`config.mk`:
```
export PLATFORM = sky130hd
export DESIGN_NAME = sha_mem_sequencer_flat
export DESIGN_NICKNAME = d
export VERILOG_FILES = /design/src/rtl/sha_mem_sequencer_pkg.sv /design/src/rtl/sha_mem_sequencer_if.sv /design/src/rtl/sha_mem_sequencer_ram_port_mux.sv /design/src/rtl/sha_mem_sequencer.sv /design/src/flat_wrapper.sv
export SDC_FILE = /design/constraint.sdc
export NUM_CORES = 1
export LEC_CHECK = 0
export ABC_AREA = 1
export CELL_PAD_IN_SITES_DETAIL_PLACEMENT = 0
export CELL_PAD_IN_SITES_GLOBAL_PLACEMENT = 1
export CORE_MARGIN = 2
export CORE_UTILIZATION = 23
export DETAILED_ROUTE_END_ITERATION = 8
export GPL_TIMING_DRIVEN = 0
export PLACE_DENSITY_LB_ADDON = 0.1
export REMOVE_ABC_BUFFERS = 1
export SLEW_MARGIN = 30
export SYNTH_ARGS = -nofsm -noshare
export SYNTH_HDL_FRONTEND = slang
export SYNTH_SLANG_ARGS = --single-unit
```
`constraint.sdc`:
```
create_clock -name clock -period 7.5 [get_ports clock]
set_input_delay 1.5 -clock clock [delete_from_list [all_inputs] [get_ports clock]]
set_output_delay 1.5 -clock clock [all_outputs]
set_load 0.05 [all_outputs]
```
`src/rtl/sha_mem_sequencer_pkg.sv`:
```
// sha_seq_pkg: shared widths, block geometry and the sequencer state type
// used by the SHA memory sequencer, its RAM/core bus interface and the
// RAM port multiplexer.
package sha_seq_pkg;

    localparam int ADDR_W       = 12;  // RAM word-address width
    localparam int DATA_W       = 32;  // RAM and core word width
    localparam int BLOCK_WORDS  = 16;  // words per message block
    localparam int DIGEST_WORDS = 8;   // words per digest
    localparam int IDX_W        = 4;   // word index counter width

    typedef enum logic [2:0] {
        S_IDLE,
        S_ARM,
        S_FETCH,
        S_DRAIN,
        S_KICK,
        S_WAIT,
        S_WRITE,
        S_DONE
    } state_t;

endpackage

```
`src/rtl/sha_mem_sequencer_if.sv`:
```
// sha_mem_sequencer_if: RAM port and SHA core handshake signals.
//   master - sequencer side: drives RAM address/write and core load/start/select
//   slave  - RAM + core side: returns read data, readiness and digest words
interface sha_mem_sequencer_if;
    import sha_seq_pkg::*;

    logic              ram_wEn;
    logic [ADDR_W-1:0] ram_addr;
    logic [DATA_W-1:0] ram_dataIn;
    logic [DATA_W-1:0] ram_dataOut;

    logic              core_ready;
    logic              core_load;
    logic [DATA_W-1:0] core_word;
    logic              core_start;
    logic              core_digest_valid;
    logic [2:0]        core_digest_sel;
    logic [DATA_W-1:0] core_digest_word;

    modport master (
        output ram_wEn, ram_addr, ram_dataIn,
        output core_load, core_word, core_start, core_digest_sel,
        input  ram_dataOut, core_ready, core_digest_valid, core_digest_word
    );

    modport slave (
        input  ram_wEn, ram_addr, ram_dataIn,
        input  core_load, core_word, core_start, core_digest_sel,
        output ram_dataOut, core_ready, core_digest_valid, core_digest_word
    );

endinterface

```
`src/rtl/sha_mem_sequencer_ram_port_mux.sv`:
```
// ram_port_mux: combinational selection of the single RAM port.
//   own            - 1: sequencer drives RAM, processor write is blocked
//   cpu_*          - processor write enable / address / data
//   seq_*          - sequencer write enable / address / data
//   ram_*          - resulting RAM write enable / address / data
module ram_port_mux
    import sha_seq_pkg::*;
(
    input  logic              own,
    input  logic              cpu_wren,
    input  logic [ADDR_W-1:0] cpu_addr,
    input  logic [DATA_W-1:0] cpu_data,
    input  logic              seq_wren,
    input  logic [ADDR_W-1:0] seq_addr,
    input  logic [DATA_W-1:0] seq_data,
    output logic              ram_wren,
    output logic [ADDR_W-1:0] ram_addr,
    output logic [DATA_W-1:0] ram_data
);

    always_comb begin
        if (own) begin
            ram_wren = seq_wren;
            ram_addr = seq_addr;
            ram_data = seq_data;
        end else begin
            ram_wren = cpu_wren;
            ram_addr = cpu_addr;
            ram_data = cpu_data;
        end
    end

endmodule

```
`src/rtl/sha_mem_sequencer.sv`:
```
// sha_mem_sequencer: copies one 512-bit message block from RAM into the SHA
// core, starts compression and writes the 8-word digest back to RAM.
//   clock, reset          - system clock, asynchronous active-low reset
//   start, src_addr,
//   dst_addr              - command pulse with block source / digest destination
//   busy, done            - not-idle flag, one-cycle completion pulse
//   cpu_wren/addr/data    - processor RAM port, passed through when not owned
//   cpu_stall             - processor must hold while the sequencer owns RAM
//   bus                   - RAM port and SHA core handshake (master side)
module sha_mem_sequencer
    import sha_seq_pkg::*;
(
    input  logic              clock,
    input  logic              reset,
    input  logic              start,
    input  logic [ADDR_W-1:0] src_addr,
    input  logic [ADDR_W-1:0] dst_addr,
    output logic              busy,
    output logic              done,
    input  logic              cpu_wren,
    input  logic [ADDR_W-1:0] cpu_addr,
    input  logic [DATA_W-1:0] cpu_data,
    output logic              cpu_stall,
    sha_mem_sequencer_if.master bus
);

    localparam logic [IDX_W-1:0] LAST_FETCH = IDX_W'(BLOCK_WORDS - 1);
    localparam logic [IDX_W-1:0] LAST_WRITE = IDX_W'(DIGEST_WORDS - 1);

    state_t            state, next_state;
    logic [IDX_W-1:0]  idx, next_idx;
    logic [ADDR_W-1:0] src_base, dst_base;

    logic              own;
    logic              seq_wren;
    logic [ADDR_W-1:0] seq_addr;

    always_ff @(posedge clock or negedge reset) begin
        if (!reset) begin
            state    <= S_IDLE;
            idx      <= '0;
            src_base <= '0;
            dst_base <= '0;
        end else begin
            state <= next_state;
            idx   <= next_idx;
            if (state == S_IDLE && start) begin
                src_base <= src_addr;
                dst_base <= dst_addr;
            end
        end
    end

    always_comb begin
        next_state          = state;
        next_idx            = idx;
        busy                = 1'b1;
        done                = 1'b0;
        own                 = 1'b0;
        seq_wren            = 1'b0;
        seq_addr            = '0;
        bus.core_load       = 1'b0;
        bus.core_start      = 1'b0;
        bus.core_digest_sel = '0;

        case (state)
            S_IDLE: begin
                busy = 1'b0;
                if (start) begin
                    next_state = S_ARM;
                    next_idx   = '0;
                end
            end
            S_ARM: begin
                // Readiness is sampled only here; a later drop is ignored.
                if (bus.core_ready) next_state = S_FETCH;
            end
            S_FETCH: begin
                own      = 1'b1;
                // RAM read data lags its address by one cycle, so the word
                // handed to the core is always the previous index.
                seq_addr = src_base + ADDR_W'(idx);
                bus.core_load = (idx != '0);
                if (idx == LAST_FETCH) begin
                    next_state = S_DRAIN;
                    next_idx   = '0;
                end else begin
                    next_idx = idx + 1'b1;
                end
            end
            S_DRAIN: begin
                own           = 1'b1;
                bus.core_load = 1'b1;
                next_state    = S_KICK;
            end
            S_KICK: begin
                bus.core_start = 1'b1;
                next_state     = S_WAIT;
            end
            S_WAIT: begin
                if (bus.core_digest_valid) begin
                    next_state = S_WRITE;
                    next_idx   = '0;
                end
            end
            S_WRITE: begin
                own                 = 1'b1;
                seq_wren            = 1'b1;
                seq_addr            = dst_base + ADDR_W'(idx);
                bus.core_digest_sel = idx[2:0];
                if (idx == LAST_WRITE) begin
                    next_state = S_DONE;
                    next_idx   = '0;
                end else begin
                    next_idx = idx + 1'b1;
                end
            end
            S_DONE: begin
                done       = 1'b1;
                next_state = S_IDLE;
            end
            default: begin
                next_state = S_IDLE;
                next_idx   = '0;
            end
        endcase
    end

    assign cpu_stall     = own;
    assign bus.core_word = bus.ram_dataOut;

    ram_port_mux u_ram_port_mux (
        .own      (own),
        .cpu_wren (cpu_wren),
        .cpu_addr (cpu_addr),
        .cpu_data (cpu_data),
        .seq_wren (seq_wren),
        .seq_addr (seq_addr),
        .seq_data (bus.core_digest_word),
        .ram_wren (bus.ram_wEn),
        .ram_addr (bus.ram_addr),
        .ram_data (bus.ram_dataIn)
    );

endmodule

```
`src/flat_wrapper.sv`:
```
// flat-port wrapper written by rule: the top's interface ports become plain ports
module sha_mem_sequencer_flat import sha_seq_pkg::*;
  (clock, reset, start, src_addr, dst_addr, busy, done, cpu_wren, cpu_addr, cpu_data, cpu_stall, bus_ram_wEn, bus_ram_addr, bus_ram_dataIn, bus_core_load, bus_core_word, bus_core_start, bus_core_digest_sel, bus_ram_dataOut, bus_core_ready, bus_core_digest_valid, bus_core_digest_word);
  sha_mem_sequencer_if bus_i ();
  input  logic clock;
  input  logic reset;
  input  logic start;
  input  logic [ADDR_W-1:0] src_addr;
  input  logic [ADDR_W-1:0] dst_addr;
  output logic busy;
  output logic done;
  input  logic cpu_wren;
  input  logic [ADDR_W-1:0] cpu_addr;
  input  logic [DATA_W-1:0] cpu_data;
  output logic cpu_stall;
  output wire logic [$bits(bus_i.ram_wEn)-1:0] bus_ram_wEn;
  output wire logic [$bits(bus_i.ram_addr)-1:0] bus_ram_addr;
  output wire logic [$bits(bus_i.ram_dataIn)-1:0] bus_ram_dataIn;
  output wire logic [$bits(bus_i.core_load)-1:0] bus_core_load;
  output wire logic [$bits(bus_i.core_word)-1:0] bus_core_word;
  output wire logic [$bits(bus_i.core_start)-1:0] bus_core_start;
  output wire logic [$bits(bus_i.core_digest_sel)-1:0] bus_core_digest_sel;
  input wire logic [$bits(bus_i.ram_dataOut)-1:0] bus_ram_dataOut;
  input wire logic [$bits(bus_i.core_ready)-1:0] bus_core_ready;
  input wire logic [$bits(bus_i.core_digest_valid)-1:0] bus_core_digest_valid;
  input wire logic [$bits(bus_i.core_digest_word)-1:0] bus_core_digest_word;
  assign bus_ram_wEn = bus_i.ram_wEn;
  assign bus_ram_addr = bus_i.ram_addr;
  assign bus_ram_dataIn = bus_i.ram_dataIn;
  assign bus_core_load = bus_i.core_load;
  assign bus_core_word = bus_i.core_word;
  assign bus_core_start = bus_i.core_start;
  assign bus_core_digest_sel = bus_i.core_digest_sel;
  assign bus_i.ram_dataOut = bus_ram_dataOut;
  assign bus_i.core_ready = bus_core_ready;
  assign bus_i.core_digest_valid = bus_core_digest_valid;
  assign bus_i.core_digest_word = bus_core_digest_word;
  sha_mem_sequencer u_core (.clock(clock), .reset(reset), .start(start), .src_addr(src_addr), .dst_addr(dst_addr), .busy(busy), .done(done), .cpu_wren(cpu_wren), .cpu_addr(cpu_addr), .cpu_data(cpu_data), .cpu_stall(cpu_stall), .bus(bus_i));
endmodule
```
# Word-level counts from Yosys, hierarchy flattened
# Cells that the tools add are included.
[word_totals] latch_bits=0 inputBits=138 n_memories=0 ramBits=0 rom_bits=0 elab_cells=50 regBits=31
[classes] shifts=0 muxes=22 mul=0 n_reduce_logical=7 bitwise=0 n_div=0 addsub=3 n_eq_ne=14 n_lt_le_gt_ge=0
[ops] op="32-bit 2-to-1 mux" n=1
[ops] op="12-bit by 4-bit adder with 12-bit output" n=2
[ops] op="12-bit case mux with 2 select lines" n=1
[ops] op="3-bit case mux with 8 select lines" n=1
[ops] op="3-bit 2-to-1 mux" n=6
[ops] op="4-bit 2-to-1 mux" n=4
[ops] op="4-bit case mux with 4 select lines" n=1
[ops] op="3-bit == test, second input constant" n=4
[ops] op="12-bit 2-to-1 mux" n=1
[ops] op="4-bit nonzero test" n=2
[ops] op="3-bit by 2-bit == test with 1-bit output, second input constant" n=2
[ops] op="1-bit 2-to-1 mux" n=6
[ops] op="2-bit inequality test, second input constant" n=3
[ops] op="5-bit AND reduction" n=1
[ops] op="4-bit by 1-bit adder with 4-bit output, second input constant" n=1
[ops] op="4-bit by 3-bit == test with 1-bit output, second input constant" n=1
[ops] op="4-bit == test, second input constant" n=1
[ops] op="2-bit by 1-bit inequality test with 1-bit output, second input constant" n=2
[ops] op="3-bit by 1-bit == test with 1-bit output, second input constant" n=1
[ops] op="3-bit zero test" n=1
[ops] op="3-bit AND reduction" n=1
[ops] op="3-bit OR reduction" n=1
[ops] op="1-bit case mux with 2 select lines" n=1
[ops] op="1-bit logical AND" n=1

# Logic depth before layout (Yosys ltp)
[depth] depth_word=4 depth_mapped=18 depth_no_buf=17

# Hierarchy
# A second synthesis with hierarchy kept.
[unflattened] hier_cells=411 hier_area_um2=2947.8
[by_module_without_submodules] mod="sha_mem_sequencer" seq_area_each_um2=775.7 area_each_um2=2311.0 n_inst=1 cells_per_inst=266
[by_module_without_submodules] mod="ram_port_mux" seq_area_each_um2=0.0 area_each_um2=636.9 n_inst=1 cells_per_inst=145

# Worst setup path before layout
# Ideal clock, no wire load.
[synth_path] kind="flip-flop to output port" startpoint="register u_core.state[0]" endpoint="output port bus_ram_addr[6]" arrival_time_ns=3.185 stages_incl_launch_ff=17 slack_ns=2.815 path_cell_list="dfrtp_1 > inv_4 > nand3_4 > buf_4 > inv_2 > nand2_1 > nand2_1 > ha_1 > inv_1 > fa_1 > inv_1 > nand3_1 > nand2_1 > nand2_2 > nor2_1 > o21ai_0 > o21ai_0"
[synth_via] elab_chain_cells=4 elab_cells_between_ends=7 cone_classes="eq/ne (3); mux (3); reduce/logical (1)"
[synth_rtl] element="start, declared" line_no="sha_mem_sequencer.sv:30" rtl="state_t state, next_state;"
[synth_rtl] element="start signal, assigned" line_no="sha_mem_sequencer.sv:45" rtl="state <= next_state;"
[synth_rtl] element="3-bit by 2-bit == test with 1-bit output or 3-bit == test (tied branches)" line_no="sha_mem_sequencer.sv:66" rtl="case (state)"
[synth_rtl] element="3-bit OR reduction (no line)"
[synth_rtl] element="1-bit 2-to-1 mux" line_no="sha_mem_sequencer.sv:66"
[synth_rtl] element="12-bit 2-to-1 mux (*)" line_no="sha_mem_sequencer_ram_port_mux.sv:22" rtl="if (own) begin"
[synth_rtl] element="end, declared" line_no="flat_wrapper.sv:17" rtl="output wire logic [$bits(bus_i.ram_addr)-1:0] bus_ram_addr;"
# Mark *: on every way between the ends. The rest lies on a longest branch, timed or not.

# Worst setup path in the final report
[layout_path] startpoint="register u_core.state[2]" endpoint="output port bus_ram_addr[10]"
# The elaborated chain is that of the path after synthesis.

==> out/summary.txt <==
DR WL/cell - 15.4 um
Die Y - 113 um
slowest CP cell - clkdlybuf4s50_1
TritonCTS clock tree - built
DR vias - 2953
Worst-Skew Late Latency - 270 ps
Max stage delay on crit path - 790 ps
Critical Path Sink Type - output pin
clock transition at the registers of the reported paths - 50 ps
placed cell areas - 4230 um2
violated checks - design-rule violations
Hold Path Class - reg -> reg
GPL Wtd Cong - 0.778
post-synthesis sequential area ratio - 28.3%
Period Utilization, post-route - 71.8%
initial antenna violation count - 0
cell mode on critical path - nand2_1
Tmin final - 5380 ps
post_cts resized - 0
Final nets - 663
# hold bufs at CTS - 0
Post-DRT Antenna Nets - 0
largest net degree at the start of global routing - 34
Worst slew margin - 58.6%
Multi-input gate area - 1550 um2
final count of pins violating max slew - 0
Post-Layout Inst Area - 4390 um2
Buf/Inv on CP - 4
die footprint - 12800 um2
Worst Path Max Fanout - 18
grt total ovfl - 0
Design Power - 2.26 mW
PD cells - 514 nW/um2
Pre-antenna DRT Iters - 7
setup bufs post-CTS - 0
Residual DRC - 20
yosys synthesis warning count - 0
final HPWL from detailed placement - 8.11 mm
Layout area overhead - 60.2%
Avg Inst Size Synth - 6.91 um2
chip width - 113 um
GRT Util Overall - 15.4%
synth unique cells - 31
Yosys top cell area share - 28.3%
crit path DAT - 3880 ps
Core Rows - 39
gr busiest metal - met2
Yosys reg bits - 31
Final setup violation count - 0
Starting Density - 23.8%
clock sink total - 31
met3 Track Usage GR - 7.34%
fmax - 0.186 GHz
crit path launch type - flip-flop
Lkg Pwr - 2.02 nW
Max H-tree Level - 2
total CTS buffers - 5
# port buffers - 158
Core Region - 11500 um2
met1 usage in global routing - 20.1%
RSZ-0062 raised after global routing - no
Peak VDD IR - 0.178 mV
area leader, netlist - dfrtp_1
global routing usage on met2 - 23.7%
Final Skew - 3.46 ps
Req. time, crit path - 6000 ps
Worst path top cell family by delay - simple AND/OR/NAND/NOR gates
boundary pin count - 223
Cells after Synth - 396
Hold Violations, Final - 0
top cells by area, synth - dfrtp_1, nand2_1, buf_4
Fillers - 1243
Via density - 4.46
First DRT Iteration DRCs - 143
antenna cell count - 0
CTS root buf - clkbuf_16
vias in the first global route - 2773
Routed WL - 10.2 mm
Tightest Pin Transition - 619 ps
CP Cell Sequence - nand3_4 > inv_2 > nand2_1 > nand2_1 > ha_1 > inv_1 > fa_1 > inv_1 > nand3_1 > nand2_1 > nand2_2 > nor2_4 > nand2_1 > nand3_1 > nand3_1 > nand2_1 > clkdlybuf4s50_1
Setup Crit Path Kind - reg -> out
status - complete, but fails checks
number of max-cap violations - 0
FF+latch area - 776 um2
share of layout cells above drive strength 1 - 11.4%
Sum Neg Setup Slack - 0 ps
first-pass GRT wire length - 15.5 mm
CTS Buffer Depth - 2
mapped cell area - 2740 um2
==> layout make-up <==
| class | instances | area share (%) |
|---|---|---|
| multi-input combinational | 296 | 35.4 |
| sequential | 31 | 17.7 |
| clock buffer | 8 | 3.57 |
| inverter | 24 | 2.11 |
| timing repair buffer | 160 | 37.2 |
| tap | 143 | 4.08 |
==> synth_stat cells, drive strengths merged <==
master	n
o211ai	1
nand4	6
xor2	2
buf	45
dfrtp	31
a22o	1
nand2	175
or2	1
nor3	4
ha	6
nor2	32
a31oi	1
o21ai	15
a21oi	7
nor3b	1
mux2	22
nand3	21
fa	1
inv	24
==> worst paths after layout <==
path | startpoint | end | slack (ps) | depth (start not counted)
worst max-delay path | u_core.state[2] | bus_ram_addr[10] | 2120 | 17
worst min-delay path | u_core.src_base[1] | u_core.src_base[1] | 500 | 1
worst max register to register | u_core.state[1] | u_core.idx[3] | 5340 | 7
worst min register to register | u_core.src_base[1] | u_core.src_base[1] | 500 | 1
max in group asynchronous | reset | u_core.src_base[1] | 5930 | 2
min in group asynchronous | reset | u_core.dst_base[8] | 1150 | 1
==> per-layer routing <==
| metal | vias to the layer above | routed length (um) |
|---|---|---|
| li1 | 1475 | - |
| met1 | 1320 | 4370 |
| met2 | 152 | 4400 |
| met3 | 6 | 1360 |
| met4 | 0 | 68 |
| met5 | - | 0 |
==> sequential cells by signal (all words and copies together), names as in the netlist <==
signal           cells
u_core.src_base     12
u_core.state         3
u_core.idx           4
u_core.dst_base     12
==> where the power goes <==
group	total [mW]	switching (mW)	leakage, nW	internal [mW]
logic	1.72	1.14	1.57	0.582
registers	0.325	0.0748	0.372	0.250
clock network	0.210	0.0689	0.0772	0.141
total	2.26	1.28	2.02	0.973
==> cells by family (layout without fill, tap and decap cells) <==
logic type / count (synthesis) / in the layout / share of synthesized area [%]
AO/OA/AOI/OAI: 25 / 25 / 5.12
XOR/XNOR: 2 / 2 / 0.640
adder cells (fa/ha/maj): 7 / 7 / 3.47
buffers and inverters: 69 / 192 / 15.2
flip-flops: 31 / 31 / 28.3
multiplexers: 22 / 22 / 9.05
AND/OR/NAND/NOR: 240 / 240 / 38.2
==> cell usage in the layout (no fill, tap or decap) <==
cell type / synthesis / layout
buf_16: 0 / 2
o21ai_1: 2 / 2
inv_4: 1 / 1
nand2_1: 162 / 162
inv_2: 2 / 2
nand3_4: 1 / 1
nand4_1: 6 / 6
clkbuf_1: 0 / 1
fa_1: 1 / 1
clkdlybuf4s50_1: 0 / 157
nor3b_2: 1 / 1
dfrtp_1: 31 / 31
nor2_1: 25 / 25
o211ai_1: 1 / 1
nor2_2: 4 / 3
clkbuf_16: 0 / 5
nand2_4: 2 / 2
clkbuf_8: 0 / 2
a21oi_1: 6 / 6
o21ai_0: 12 / 12
nand2_2: 11 / 11
ha_1: 6 / 6
a31oi_1: 1 / 1
o21ai_2: 1 / 1
a21oi_2: 1 / 1
nor3_1: 4 / 4
a22o_1: 1 / 1
buf_2: 9 / 1
mux2_2: 22 / 22
nand3_1: 20 / 20
nor2_4: 3 / 4
or2_1: 1 / 1
inv_1: 21 / 21
xor2_1: 2 / 2
==> worst register-to-register path: stages, from the launching register on <==
cell and delay [ps]:
dfrtp_1 640, inv_1 160, nor2_4 400, inv_1 250
nand3_1 140, nand2_1 150, o21ai_0 180, nor3b_2 170
==> per-stage QoR <==
stage / cells / hold slack [ps] / setup WS (ps) / utilization (%)
finish: 662 / 497 / 2120 / 38.1
global route: 662 / 504 / 1800 / 38.1
CTS: 662 / 501 / 2020 / 38.1
detailed placement: 654 / 490 / 2320 / 36.7
global placement: 652 / 486 / 1830 / 36.3
floorplan: 351 / 471 / 2860 / -
Note: power is estimated with default switching activity, not from simulation.
